==> src/rtl/stream_mux_pkg.sv <==
// Shared definitions for stream multiplexers and arbiters.
package stream_mux_pkg;

  localparam int MODE_SEL = 0;
  localparam int MODE_RR  = 1;
  localparam int MAX_CH   = 32;

  // Result bit j is req[(start + j) mod n], so bit 0 is the highest-priority requester.
  function automatic logic [MAX_CH-1:0] rotate_req(input logic [MAX_CH-1:0] req,
                                                    input int unsigned       start,
                                                    input int unsigned       n);
    logic [MAX_CH-1:0] r;
    int unsigned       s;
    r = '0;
    for (int unsigned j = 0; j < n; j++) begin
      s = start + j;
      if (s >= n) s = s - n;
      r[j] = req[s];
    end
    return r;
  endfunction

endpackage

==> src/rtl/stream_mux_arb_rr_arbiter.sv <==
// Round-robin arbiter: grants the first requester above the last granted channel.
module rr_arbiter
  import stream_mux_pkg::*;
#(
  parameter  int CHANNELS = 4,
  localparam int SEL_W    = $clog2(CHANNELS)
) (
  input  logic                clk,
  input  logic                rst_n,
  input  logic [CHANNELS-1:0] req,
  input  logic                advance,
  output logic                grant_valid,
  output logic [SEL_W-1:0]    grant_idx
);

  logic [SEL_W-1:0]    r_ptr;
  logic [SEL_W-1:0]    w_start;
  logic [CHANNELS-1:0] w_rot;

  always_comb begin
    w_start = (r_ptr == SEL_W'(CHANNELS - 1)) ? '0 : r_ptr + SEL_W'(1);
    w_rot   = CHANNELS'(rotate_req(MAX_CH'(req), 32'(w_start), CHANNELS));
  end

  always_comb begin : find_grant
    int unsigned off;
    int unsigned sum;
    off = 0;
    for (int unsigned j = CHANNELS; j > 0; j--) begin
      if (w_rot[j-1]) off = j - 1;
    end
    sum = 32'(w_start) + off;
    if (sum >= CHANNELS) sum = sum - CHANNELS;
    grant_valid = |req;
    grant_idx   = SEL_W'(sum);
  end

  always_ff @(posedge clk or negedge rst_n) begin
    if (!rst_n) begin
      r_ptr <= SEL_W'(CHANNELS - 1);
    end else if (advance && grant_valid) begin
      r_ptr <= grant_idx;
    end
  end

endmodule

==> src/rtl/stream_mux_arb.sv <==
// N-channel registered stream multiplexer; select-driven or round-robin arbitration.
module stream_mux_arb
  import stream_mux_pkg::*;
#(
  parameter  int WIDTH    = 4,
  parameter  int CHANNELS = 4,
  parameter  int MODE     = MODE_SEL,
  localparam int SEL_W    = $clog2(CHANNELS)
) (
  input  logic                      clk,
  input  logic                      rst_n,
  input  logic [CHANNELS*WIDTH-1:0] in_data,
  input  logic [CHANNELS-1:0]       in_valid,
  output logic [CHANNELS-1:0]       in_ready,
  input  logic [SEL_W-1:0]          sel,
  output logic [WIDTH-1:0]          out_data,
  output logic [SEL_W-1:0]          out_chan,
  output logic                      out_valid,
  input  logic                      out_ready
);

  logic [WIDTH-1:0] r_out_data;
  logic [SEL_W-1:0] r_out_chan;
  logic             r_out_valid;
  logic             w_load;
  logic             w_gnt_valid;
  logic [SEL_W-1:0] w_gnt_idx;
  logic [WIDTH-1:0] w_gnt_data;

  // Gated by rst_n so no producer sees ready while the stage is held in reset.
  assign w_load = rst_n && (!r_out_valid || out_ready);

  if (MODE == MODE_RR) begin : g_rr
    logic w_unused_sel;
    assign w_unused_sel = ^sel;

    rr_arbiter #(.CHANNELS(CHANNELS)) u_rr (
      .clk        (clk),
      .rst_n      (rst_n),
      .req        (in_valid),
      .advance    (w_load),
      .grant_valid(w_gnt_valid),
      .grant_idx  (w_gnt_idx)
    );
  end else begin : g_sel
    assign w_gnt_idx = sel;

    always_comb begin
      w_gnt_valid = 1'b0;
      for (int unsigned i = 0; i < CHANNELS; i++) begin
        if (sel == SEL_W'(i) && in_valid[i]) w_gnt_valid = 1'b1;
      end
    end
  end

  always_comb begin
    in_ready   = '0;
    w_gnt_data = '0;
    for (int unsigned i = 0; i < CHANNELS; i++) begin
      if (w_gnt_idx == SEL_W'(i)) w_gnt_data = in_data[i*WIDTH +: WIDTH];
    end
    if (w_load && w_gnt_valid) in_ready[w_gnt_idx] = 1'b1;
  end

  always_ff @(posedge clk or negedge rst_n) begin
    if (!rst_n) begin
      r_out_data  <= '0;
      r_out_chan  <= '0;
      r_out_valid <= 1'b0;
    end else if (w_load) begin
      if (w_gnt_valid) begin
        r_out_data  <= w_gnt_data;
        r_out_chan  <= w_gnt_idx;
        r_out_valid <= 1'b1;
      end else begin
        r_out_valid <= 1'b0;
      end
    end
  end

  assign out_data  = r_out_data;
  assign out_chan  = r_out_chan;
  assign out_valid = r_out_valid;

endmodule

==> config.mk <==
export PLATFORM = sky130hd
export DESIGN_NAME = stream_mux_arb
export DESIGN_NICKNAME = d
export VERILOG_FILES = /design/src/rtl/stream_mux_pkg.sv /design/src/rtl/stream_mux_arb_rr_arbiter.sv /design/src/rtl/stream_mux_arb.sv
export SDC_FILE = /design/constraint.sdc
export NUM_CORES = 1
export LEC_CHECK = 0
export BUFFER_PORTS_ARGS = -buffer_cell sky130_fd_sc_hd__buf_2
export CAP_MARGIN = 5
export CORE_AREA = 2 2 39 41
export CTS_BUF_LIST = sky130_fd_sc_hd__clkbuf_4 sky130_fd_sc_hd__clkbuf_8
export CTS_CLUSTER_SIZE = 20
export DETAILED_ROUTE_END_ITERATION = 16
export DIE_AREA = 0 0 41 43
export GPL_TIMING_DRIVEN = 0
export PLACE_DENSITY = 0.75
export SLEW_MARGIN = 40
export SYNTH_ARGS = -nofsm -noshare
export SYNTH_HDL_FRONTEND = slang
export SYNTH_SLANG_ARGS = --single-unit
==> constraint.sdc <==
create_clock -name clk -period 1.44 [get_ports clk]
set_input_delay 0.432 -clock clk [delete_from_list [all_inputs] [get_ports clk]]
set_output_delay 0.432 -clock clk [all_outputs]
set_load 0.02 [all_outputs]
==> metrics, run 1 <==
Port-buffer cells=34; Worst Hold Class=in2async; antenna cells=0; CTS root buf=clkbuf_4; Slew Limit Fails=0; Slew HR=0.8613; worst clock skew=0.003333 ns; global-route wire length before repair=2.070 mm; Rows=14; Net Count, Synth=61; Die Height=43 um; WP data arrival=1.22 ns; final std cells w/o fill=95; failing checks=setup timing; clock-pin transition on the worst setup and hold timing paths=0.05 ns; RSZ-0062 raised after global routing=yes; post-synthesis cell type count=16; GR Overflow Total=0; top cell type's share of synthesized area=0.3518; Req. time, crit path=1.01 ns; Routed Antenna Nets=0; number of detailed-route iterations in the first pass=4; R2R setup slack=0.15 ns; largest net degree at the start of global routing=15; fmax=603.8 MHz; CTS max path bufs=2; vias=480; max cap viols=0; Vias per Instance=5.053; CTS tree=yes; Seq cells post-synth=7; yosys warns=0; CTS Hold Buffers Added=0; Comb power frac=0.433; initial antenna violation count=0; post-synthesis sequential area ratio=0.3518; dominant cell type by area after synthesis=dfrtp_1; die width=41 um; critical-path maximum fanout=3; gp weighted congestion=0.7937; Cells after Synth=36; status=finished with violations; TritonCTS buffer count=3; clock share of power=0.240; Tcrit/Tclk final=1.150; fraction of layout cells with a size suffix above 1=0.8481; CP Class=reg2out; Initial Utilization=0.3599; Final Worst Setup Slack=-0.2163 ns; static leakage=0.0004235 uW; Syn Area/Cell=13.83 um^2; Net count, final=105; die area=1763 um^2; I/O pin count=36; Skew-Pair Late Insertion Delay=0.26 ns; hold slack=0.02543 ns; Psw=274.3 uW; Flop pwr share=0.327; synth top area cells=dfrtp_1 (35%), mux4_2 (23%), mux2_4 (15%); GRT Resource Usage Total=0.1728; 1st-iter DRT viols=10; routed wire length per instance=13.07 um; Int Pwr=569.6 uW; vias in the first global route=467; Worst-Margin Slew=0.2081 ns; Clock Sink Count=7; Tmin final=1.656 ns; Core Region=1384 um^2; switching share of total power=0.3251; final setup fails=4; CP Launch Type=register; Final Util=0.6248; peak supply drop=336.4 uV; Hold Vio Cnt, Final=0; Pwr per Cell Area=976.1 nW/um^2; Worst setup EP type=primary output; DP Cell Count=86; H-tree levels=1; Synth-to-Final Area Change=73.62%; drc violations=0; DPL Wire Length=1.033 mm; Layout fillers=118; Detailed Route WL=1.242 mm; synthesized area=498.0 um^2
## area by class of cell
type / instances / area, um^2 / share of cell area
clock buffers: 4 / 30.03 / 0.03473
multi-input cells: 27 / 371.6 / 0.4298
repair buffers: 39 / 232.7 / 0.2692
plain buffers: 2 / 33.78 / 0.03907
flip-flops and latches: 7 / 176.4 / 0.2041
well taps: 16 / 20.02 / 0.02315
## what timing repair did
action | 4_1_cts | 5_1_grt
hold endpoints to repair | 0 | 0
setup buffers | 3 | 2
setup endpoints to repair | 4 | 10
gates resized for setup | 9 | 6
pin swaps | 1 | 3
## sequential cells by signal, indices dropped and copies added (netlist names)
signal and count:
out_data 4, out_chan 2, out_valid 1
## critical path, stage by stage (launching register included)
cell      delay, ns
dfrtp_2        0.41
nand2b_4       0.11
nand2_4        0.07
nor4b_4        0.20
buf_4          0.17
## cell usage after synthesis
cell,number
a31o_2,1
clkbuf_2,1
a22o_1,2
nand3_4,1
nor2_1,1
nor4b_1,1
nor3b_1,1
mux2_4,5
mux2_2,2
nand2_1,4
nand3_1,2
buf_4,1
mux4_2,5
nor3_1,1
dfrtp_1,7
nand2b_1,1
## stage by stage
stage          power, uW  instance area (um^2)  TNS [ns]  worst slack, ns
4_1_cts            837.3                 828.3   -0.7170          -0.2257
3_3_place_gp       601.1                 748.2    -2.125          -0.2939
3_5_place_dp       608.8                 748.2    -2.310          -0.3143
5_1_grt            902.7                 864.6   -0.9150          -0.2820
6_report           843.9                 864.6   -0.6293          -0.2163
2_1_floorplan      495.8                 558.0   -0.2932         -0.05118
## cells by family (layout without fill, tap and decap cells)
kind of cell | count (synthesis) | count (layout) | share of synthesized area
mux | 12 | 12 | 0.4221
simple gates | 12 | 12 | 0.1482
flops | 7 | 7 | 0.3518
compound gates | 3 | 3 | 0.05277
buf+inv | 2 | 45 | 0.02512
## cells in the final DEF (no fill, tap or decap), types with 2 or more instances in the layout
cell type,instances
nand2_1,3
buf_2,27
clkbuf_4,4
buf_4,10
buf_6,2
mux2_2,2
nand3_4,2
mux2_4,5
a22o_1,2
dfrtp_1,6
mux4_2,5
## routing by layer
layer / global-route usage / up-vias / routed length [um]
li1: - / 230 / -
met1: 0.2274 / 234 / 500
met2: 0.2531 / 14 / 674
met3: 0.01571 / 2 / 37
met4: 0.1200 / 0 / 30
met5: 0 / - / 0
## final timing paths
path,endpoint,cells past startpoint,start
worst max-delay path,in_ready[0],4,out_valid
worst min-delay path,out_chan[0],1,rst_n
worst max register to register,out_data[1],5,out_valid
worst min register to register,out_data[3],1,out_data[3]
max in group asynchronous,out_valid,1,rst_n
min in group clk,out_valid,3,out_ready
## power by group through the flow
stage	clock (uW)	combinational [uW]	sequential [uW]
finish	203	365	276
global route	230	389	284
CTS	209	350	278
detailed placement	0	326	282
global placement	0	320	281
floorplan	0	155	341
No activity file was read; power rests on OpenSTA's default activity.
==> inputs of run 2 (changes only) <==
--- a/config.mk
+++ b/config.mk
@@ -5,6 +5,7 @@
 export SDC_FILE = /design/constraint.sdc
 export NUM_CORES = 1
 export LEC_CHECK = 0
+export ABC_AREA = 1
 export BUFFER_PORTS_ARGS = -buffer_cell sky130_fd_sc_hd__buf_2
 export CAP_MARGIN = 5
 export CORE_AREA = 2 2 39 41
@@ -13,7 +14,7 @@
 export DETAILED_ROUTE_END_ITERATION = 16
 export DIE_AREA = 0 0 41 43
 export GPL_TIMING_DRIVEN = 0
-export PLACE_DENSITY = 0.75
+export PLACE_DENSITY_LB_ADDON = 0.2
 export SLEW_MARGIN = 40
 export SYNTH_ARGS = -nofsm -noshare
 export SYNTH_HDL_FRONTEND = slang
==> run 2 against run 1 <==
Against the previous run: the flow still finishes with violations (setup timing); cell area grew 20%; critical path type is now in2out; total power rose by 2.7%; clock-buffer cell count unchanged; first-iteration DRC count down 20%; sequential power is 3% lower; critical endpoint is now in_ready[1]; non-clock buffer count is 16 higher; final cell count is 58% higher; via count rose by 46%; largest cell class is now non-clock buffers.
==> metrics, run 2 <==
Cells after Synth=75 (was 36); Syn Area/Cell=7.073 um^2 (was 13.83 um^2); max cap viols=0 (unchanged); worst clock skew=0.006137 ns (was 0.003333 ns); static leakage=0.0005574 uW (was 0.0004235 uW); final setup fails=6 (was 4); Rows=14 (unchanged); global-route wire length before repair=2.580 mm (was 2.070 mm); GR Overflow Total=0 (unchanged); I/O pin count=36 (unchanged); CP Class=in2out (was reg2out); Final Worst Setup Slack=-0.1956 ns (was -0.2163 ns); Detailed Route WL=1.682 mm (was 1.242 mm); clock-pin transition on the worst setup and hold timing paths=0.06 ns (was 0.05 ns); Clock Sink Count=7 (unchanged); CP startpoint=sel[0] (was out_valid); total power=867.0 uW (was 843.9 uW); r2r endpoint=out_chan[0] (was out_data[1]); Skew-Pair Late Insertion Delay=0.25 ns (was 0.26 ns); Post-synth EDFFs=0 (unchanged); Cell Chain, Critical Path=buf_12 -> nor2_8 -> nand2_4 -> nand2_4 -> inv_2 -> nand2_4 -> nand3_4 -> nor2_4 -> buf_6 (was nand2b_4 -> nand2_4 -> nor4b_4 -> buf_4); CTS tree=yes (unchanged); most numerous cell in the Yosys netlist=nand2_1 (was dfrtp_1); initial antenna violation count=0 (unchanged); DPL Wire Length=1.009 mm (was 1.033 mm); antenna cells=0 (unchanged); Setup Total Neg Slack=-1.112 ns (was -0.6293 ns); R2R setup slack=-0.19 ns (was 0.15 ns); number of detailed-route iterations in the first pass=4 (unchanged); worst path buffer plus inverter count=3 (was 1); Worst Hold Class=in2async (unchanged); fmax=611.4 MHz (was 603.8 MHz); Vias per Instance=4.667 (was 5.053); FF/Latch Area=175.2 um^2 (was 176.4 um^2); asr flop ratio synth=1.000 (unchanged); CTS Hold Buffers Added=0 (unchanged); synthesized area=530.5 um^2 (was 498.0 um^2); fraction of layout cells with a size suffix above 1=0.6418 (was 0.8481); synth top area cells=dfrtp_1 (33%), nand2_1 (24%), nand3_2 (5.7%) (was dfrtp_1 (35%), mux4_2 (23%), mux2_4 (15%)); Synth-to-Final Area Change=95.52% (was 73.62%); Net count, final=160 (was 105); Core Region=1384 um^2 (unchanged); Req. time, crit path=1.01 ns (about the same); Net Count, Synth=100 (was 61); Worst-Margin Slew=0.2550 ns (was 0.2081 ns); Slew Limit Fails=0 (unchanged); post-synthesis sequential area ratio=0.3302 (was 0.3518); max reg flops=4 (unchanged); die area=1763 um^2 (unchanged); WP data arrival=1.20 ns (was 1.22 ns); Initial Utilization=0.3834 (was 0.3599); Layout fillers=107 (was 118); most frequent cells in the layout=nand2_1 (32), buf_2 (29), buf_4 (22) (was buf_2 (27), buf_4 (10), dfrtp_1 (6)); critical-path maximum fanout=6 (was 3); Worst setup EP type=primary output (unchanged); Slew HR=0.8294 (was 0.8613); Tmin final=1.636 ns (was 1.656 ns); vias in the first global route=641 (was 467); Port-buffer cells=33 (was 34); design area=1037 um^2 (was 864.6 um^2); dominant cell type by area after synthesis=dfrtp_1 (unchanged); leading cell type in the layout, fill and taps excluded=nand2_1 (was buf_2); RSZ-0062 raised after global routing=yes (unchanged); Most common cell on crit path=nand2_4; Final Util=0.7495 (was 0.6248); critical path's top delay family=simple AND/OR/NAND/NOR gates (was flip-flops); placed instance area=770.7 um^2 (was 748.2 um^2); CTS max path bufs=2 (unchanged); Hold Vio Cnt, Final=0 (unchanged); Routed Antenna Nets=0 (unchanged); yosys warns=0 (unchanged); post-synthesis cell type count=15 (was 16); 1st-iter DRT viols=8 (was 10); slowest stage delay, CP=0.12 ns (was 0.41 ns); Pwr per Cell Area=835.8 nW/um^2 (was 976.1 nW/um^2); top cell type's share of synthesized area=0.3302 (was 0.3518); synth cell count leaders=nand2_1 (34), dfrtp_1 (7), nor2_1 (6), inv_2 (5), nand4_1 (4) (was dfrtp_1 (7), mux2_4 (5), mux4_2 (5), nand2_1 (4)); gp weighted congestion=0.7221 (was 0.7937); Multi-input gate area=384.1 um^2 (was 371.6 um^2); CTS root buf=clkbuf_4 (unchanged); vias=700 (was 480); largest net degree at the start of global routing=9 (was 15); Die Height=43 um (unchanged); status=finished with violations (unchanged); peak supply drop=465.0 uV (was 336.4 uV); GRT Resource Usage Total=0.2103 (was 0.1728); RR Startpoint=out_valid (unchanged); failing checks=setup timing (unchanged); H-tree levels=1 (unchanged); CP Launch Type=primary input (was register); Tcrit/Tclk final=1.136 (was 1.150); slowest CP cell=buf_12 (was dfrtp_2); routed wire length per instance=11.21 um (was 13.07 um); Worst Reg-to-Reg Cells=11 (was 5); TritonCTS buffer count=3 (unchanged); Seq cells post-synth=7 (unchanged); die width=41 um (unchanged); drc violations=0 (unchanged); top_reg_cell synth=dfrtp_1 (unchanged)
[run 2: cell count changes after synthesis, sizes merged, moves of 2 or more]
| cell | delta |
|---|---|
| mux4 | -5 |
| nand2 | +33 |
| inv | +8 |
| nand3 | +2 |
| mux2 | -7 |
| nand4 | +4 |
| o21ai | +3 |
| a22o | -2 |
| nor2 | +8 |
[run 2: final cells by class]
type,instances,area share
Sequential cell,7,0.1689
Buffer,2,0.03860
Timing Repair Buffer,55,0.3426
Inverter,8,0.03136
Clock buffer,4,0.02895
Tap cell,16,0.01930
Multi-Input combinational cell,58,0.3703
[run 2: cell families after synthesis]
group / Yosys count / share of synthesized area
flip-flops: 7 / 0.3302
AO/OA/AOI/OAI: 3 / 0.04954
buffers and inverters: 10 / 0.09906
AND/OR/NAND/NOR: 55 / 0.5212
[run 2: where the power goes]
part	switching (uW)	internal (uW)
Clock	73.1	125
Sequential	23.5	245
Combinational	225	177
Total	321	546
[run 2: repair_timing]
item                                    in CTS  in global routing
gates resized for setup                     11                  7
endpoints found under the setup margin       4                  6
hold endpoints to repair                     0                  0
pin swaps                                    7                  3
buffers inserted                            21                  1
[run 2: worst max path at each step]
stage	to	cells after the start	slack, ns
6_report	in_ready[1]	9	-0.20
2_1_floorplan	in_ready[1]	8	-0.17
3_3_place_gp	in_ready[2]	9	-0.31
4_1_cts	in_ready[1]	9	-0.21
3_5_place_dp	in_ready[1]	9	-0.31
5_1_grt	in_ready[3]	6	-0.26
[run 2: routing by layer]
| layer | wire length, um | vias up | track usage |
|---|---|---|---|
| met2 | 884 | 32 | 0.3563 |
| met1 | 671 | 314 | 0.2492 |
| li1 | - | 352 | - |
| met3 | 105 | 2 | 0.01571 |
| met4 | 22 | 0 | 0.1000 |
| met5 | 0 | - | 0 |
[run 2: per-stage QoR]
step / cells / hold WS, ns / setup slack, ns
5_1_grt: 150 / 0.02356 / -0.2567
2_1_floorplan: 75 / 0.1364 / -0.1722
6_report: 150 / 0.01906 / -0.1956
3_5_place_dp: 124 / 0.2742 / -0.3143
4_1_cts: 149 / 0.02582 / -0.2064
3_3_place_gp: 124 / 0.2708 / -0.3065
